`src/rtl/elastic_pipeline_reg_pkg.sv`:
```
// elastic_pipeline_reg_pkg: shared depth limit and pointer wrap helper for elastic stages
package elastic_pipeline_reg_pkg;
   localparam int MAX_ELASTIC_DEPTH = 16;
   // Wraps at depth-1 so non-power-of-two depths need no modulo hardware.
   function automatic logic [3:0] next_ptr(input logic [3:0] ptr, input int depth);
      return (int'(ptr) == depth - 1) ? 4'd0 : ptr + 4'd1;
   endfunction
endpackage

```
`src/rtl/elastic_pipeline_reg.sv`:
```
// elastic_pipeline_reg: DEPTH-entry valid/ready pipeline register with flush and NOP-when-empty output
module elastic_pipeline_reg
   import elastic_pipeline_reg_pkg::*;
#(
   parameter type T = logic,
   parameter T NOP = '0,
   parameter int DEPTH = 2,
   parameter int CW = $clog2(DEPTH + 1)
) (
   input  logic          clk,
   input  logic          reset_n,
   input  logic          flush,
   input  logic          in_valid,
   output logic          in_ready,
   input  T              signals_in,
   output logic          out_valid,
   input  logic          out_ready,
   output T              signals_out,
   output logic [CW-1:0] count
);
   localparam int PW = DEPTH > 1 ? $clog2(DEPTH) : 1;
   T mem [DEPTH];
   logic [PW-1:0] rd_ptr, wr_ptr;
   logic push, pop;
   // Ready/valid come only from count, so no combinational path crosses the stage.
   assign in_ready = count != CW'(DEPTH);
   assign out_valid = count != '0;
   assign signals_out = out_valid ? mem[rd_ptr] : NOP;
   assign push = in_valid & in_ready & ~flush;
   assign pop = out_valid & out_ready & ~flush;
   always_ff @(posedge clk or negedge reset_n)
      if (!reset_n) begin
         rd_ptr <= '0;
         wr_ptr <= '0;
         count <= '0;
         mem <= '{default: NOP};
      end else if (flush) begin
         rd_ptr <= '0;
         wr_ptr <= '0;
         count <= '0;
         mem <= '{default: NOP};
      end else begin
         if (push) begin
            mem[wr_ptr] <= signals_in;
            wr_ptr <= PW'(next_ptr(4'(wr_ptr), DEPTH));
         end
         // Scrub the popped slot so stale payloads never resurface.
         if (pop) begin
            mem[rd_ptr] <= NOP;
            rd_ptr <= PW'(next_ptr(4'(rd_ptr), DEPTH));
         end
         count <= (push && !pop) ? count + CW'(1) : (pop && !push) ? count - CW'(1) : count;
      end
endmodule

```
`config.mk`:
```
export PLATFORM = sky130hd
export DESIGN_NAME = elastic_pipeline_reg
export DESIGN_NICKNAME = d
export VERILOG_FILES = /design/src/rtl/elastic_pipeline_reg_pkg.sv /design/src/rtl/elastic_pipeline_reg.sv
export SDC_FILE = /design/constraint.sdc
export NUM_CORES = 1
export LEC_CHECK = 0
export ABC_AREA = 1
export BUFFER_PORTS_ARGS = -buffer_cell sky130_fd_sc_hd__buf_2
export CORE_MARGIN = 2
export CORE_UTILIZATION = 25
export CTS_BUF_LIST = sky130_fd_sc_hd__clkbuf_8
export DETAILED_ROUTE_END_ITERATION = 8
export PLACE_DENSITY_LB_ADDON = 0.25
export SETUP_SLACK_MARGIN = 0.3
export SLEW_MARGIN = 20
export SYNTH_ARGS = -nofsm -noshare
export SYNTH_HDL_FRONTEND = slang
export SYNTH_SLANG_ARGS = --single-unit
```
`constraint.sdc`:
```
create_clock -name clk -period 2.69 [get_ports clk]
set_input_delay 0 -clock clk [delete_from_list [all_inputs] [get_ports clk]]
set_output_delay 0 -clock clk [all_outputs]
set_load 0.02 [all_outputs]
```
==> impl_metrics.env <==
export IMPL_numPortBuffers=10
export IMPL_yosys_warnings=0
export IMPL_viasPerCell=4.32
export IMPL_yosysSeqAreaShare=0.368
export IMPL_synthCells=55
export IMPL_finalHoldViolations=0
export IMPL_cts_sinks=6
export IMPL_grt_antenna_before_repair=0
export IMPL_crit_fanout=6
export IMPL_syn_nets=61
export IMPL_syn_mean_instance_area_um2=7.42
export IMPL_finalClockSkew_ns=0.00161
export IMPL_yosys_top_cells_count="nand2_1 (13), inv_1 (7), dfrtp_1 (6), nor2_1 (5), o21ai_0 (4)"
export IMPL_synth_edf_count=0
export IMPL_max_freq_mhz=826
export IMPL_drc=0
export IMPL_clkTransAtPathRegs_ns=0.03
export IMPL_tns_ns=0
export IMPL_vias=367
export IMPL_async_flop_share=1.00
export IMPL_hpwl_um=682
export IMPL_ant_nets=0
export IMPL_ys_types=17
export IMPL_setup_viol=0
export IMPL_wl_um=789
export IMPL_cpPeakStageDelay_ns=0.44
export IMPL_clock_latency_ns=0.22
export IMPL_diodes=0
export IMPL_n_fill_cell=170
export IMPL_report_final_slew_viol_count=0
export IMPL_yosysTopAreaCellShare=0.368
export IMPL_dr_pass1_iters=1
export IMPL_grtUsageTotal=0.103
export IMPL_num_rows=14
export IMPL_status="completed"
export IMPL_syn_cell_area_um2=408
export IMPL_ctsHtreeMaxLevel=1
export IMPL_clock_path_buffers=2
export IMPL_coreArea_um2=1520
export IMPL_power_density_nw_per_um2=761
export IMPL_drive_gt1_frac=0.362
export IMPL_critPathSlowestCell="dfrtp_1"
export IMPL_placedInstanceArea_um2=478
export IMPL_cts_setup_buffers=0
export IMPL_crit_family="flip-flops"
export IMPL_grt_pass1_wl_um=1440
export IMPL_cts_root_buffer="clkbuf_8"
export IMPL_path_cells="inv_1 > nand2_2 > o21ai_0 > a21oi_1 > buf_2"
export IMPL_power_uw=403
export IMPL_nNetsFinal=77
export IMPL_ys_ff_latch=6
export IMPL_fin_crit_ns=1.21
export IMPL_cap_violations=0
export IMPL_ys_flop_type="dfrtp_1"
export IMPL_synth_area_leaders="dfrtp_1 (37%), nand2_1 (12%), nand2_4 (8.3%), inv_1 (6.4%), o21ai_0 (4.9%)"
export IMPL_fp_dieH_um=44.4
export IMPL_yosysTopAreaCell="dfrtp_1"
export IMPL_holdCritPathClass="input pin to register"
export IMPL_tritoncts="done"
export IMPL_fin_area_um2=529
export IMPL_grt_max_degree=7
export IMPL_tightest_slew_ns=0.219
export IMPL_syn_to_final_growth_pct=29.8
export IMPL_io_pins=11
export IMPL_die_area_um2=1970
export IMPL_vdd_ir_drop_max_mv=0.285
export IMPL_period_share=0.450
export IMPL_place_congestion=0.666
export IMPL_numCtsBuffers=3
export IMPL_maxSlewHeadroom=0.852
export IMPL_leakage_uw=0.000280
export IMPL_drt_iter0_drc=0
export IMPL_grt_pass1_vias=366
export IMPL_end_kind="primary output"
export IMPL_worstPathRequired_ns=2.69
export IMPL_cp_num_buf_inv=2
export IMPL_synth_most_common_cell="nand2_1"
export IMPL_rsz0062_at_grt="false"
export IMPL_crit_path_start_kind="register"
export IMPL_cp_arrival_ns=1.21
export IMPL_routedWlPerCell_um=9.28
export IMPL_chipWidth_um=44.4
export IMPL_initial_core_util=0.268
export IMPL_grt_ovfl_total=0
export IMPL_critical_path_class="register to primary output"
-- state kept, by name, indices dropped and copies added (netlist names) --
| register | cells |
|---|---|
| mem | 2 |
| count | 2 |
| rd_ptr | 1 |
| wr_ptr | 1 |
-- where the power goes --
part | internal (uW) | switching (uW) | leakage [uW]
sequential | 106 | 15.2 | 0.0000802
clock | 95.9 | 36.3 | 0.0000216
combinational | 52.5 | 97.1 | 0.000178
-- placed cells by master, fill, tap and decap left out --
cell | Yosys | routed
nand2_1 | 13 | 13
buf_2 | 0 | 10
inv_1 | 7 | 7
dfrtp_1 | 6 | 6
nor2_1 | 5 | 5
o21ai_0 | 4 | 4
nand2_2 | 3 | 3
a21oi_1 | 3 | 3
nand2_4 | 3 | 3
nand3_1 | 3 | 3
clkbuf_8 | 0 | 3
inv_2 | 1 | 1
o21ai_1 | 1 | 1
nor2_4 | 1 | 1
nor3_2 | 1 | 1
o21a_2 | 1 | 1
a21oi_2 | 1 | 1
nor2_2 | 1 | 1
o21bai_1 | 1 | 1
dlygate4sd3_1 | 0 | 1
-- final cells by class --
| class | count | area (um^2) | share of cell area |
|---|---|---|---|
| Multi-Input combinational cell | 41 | 228 | 0.430 |
| Tap cell | 16 | 20.0 | 0.0378 |
| Clock buffer | 3 | 41.3 | 0.0780 |
| Sequential cell | 6 | 150 | 0.284 |
| Timing Repair Buffer | 11 | 60.1 | 0.113 |
| Inverter | 8 | 30.0 | 0.0567 |
-- tightest hold or removal path: cells and delay by family --
kind / cells / cell delay (ns)
AO/OA/AOI/OAI: 1 / 0.07
buffers and inverters: 1 / 0.11
AND/OR/NAND/NOR: 1 / 0.08
-- what timing repair did --
action,in CTS,in global routing
hold buffers,1,0
endpoints found under the hold margin,6,0
resized for setup,0,0
-- cell families (layout without fill, tap and decap cells) --
logic type,Yosys count,in the layout,share of synthesized area
DFF,6,6,0.368
AOI/OAI and AO/OA,11,11,0.160
and+or+nand+nor,30,30,0.399
buffers and inverters,8,22,0.0736
-- worst paths after layout --
kind,startpoint,to,slack [ns],depth (start not counted)
setup / recovery,count[1],signals_out,1.48,5
max in group asynchronous,reset_n,rd_ptr,2.41,2
hold / removal,out_ready,rd_ptr,0.09,3
setup reg to reg,count[1],count[1],1.53,5
hold reg to reg,wr_ptr,wr_ptr,0.54,2
min in group asynchronous,reset_n,mem[1],0.14,2
-- metal layers --
| layer | vias to the layer above | routed length (um) | GRT usage |
|---|---|---|---|
| li1 | 200 | - | - |
| met1 | 161 | 382 | 0.116 |
| met2 | 4 | 362 | 0.159 |
| met3 | 2 | 35 | 0.0286 |
| met4 | 0 | 8 | 0.0909 |
| met5 | - | 0 | 0 |
-- through the flow --
stage               std cells  hold WS (ns)   util  setup WS [ns]
floorplan                  55        -0.296      -           1.45
global placement           81        -0.169  0.314           1.50
detailed placement         81        -0.168  0.314           1.53
CTS                        85        0.0941  0.347           1.45
global route               85         0.122  0.347           1.37
finish                     85        0.0903  0.347           1.48
Power figures use the tool's default switching activity.
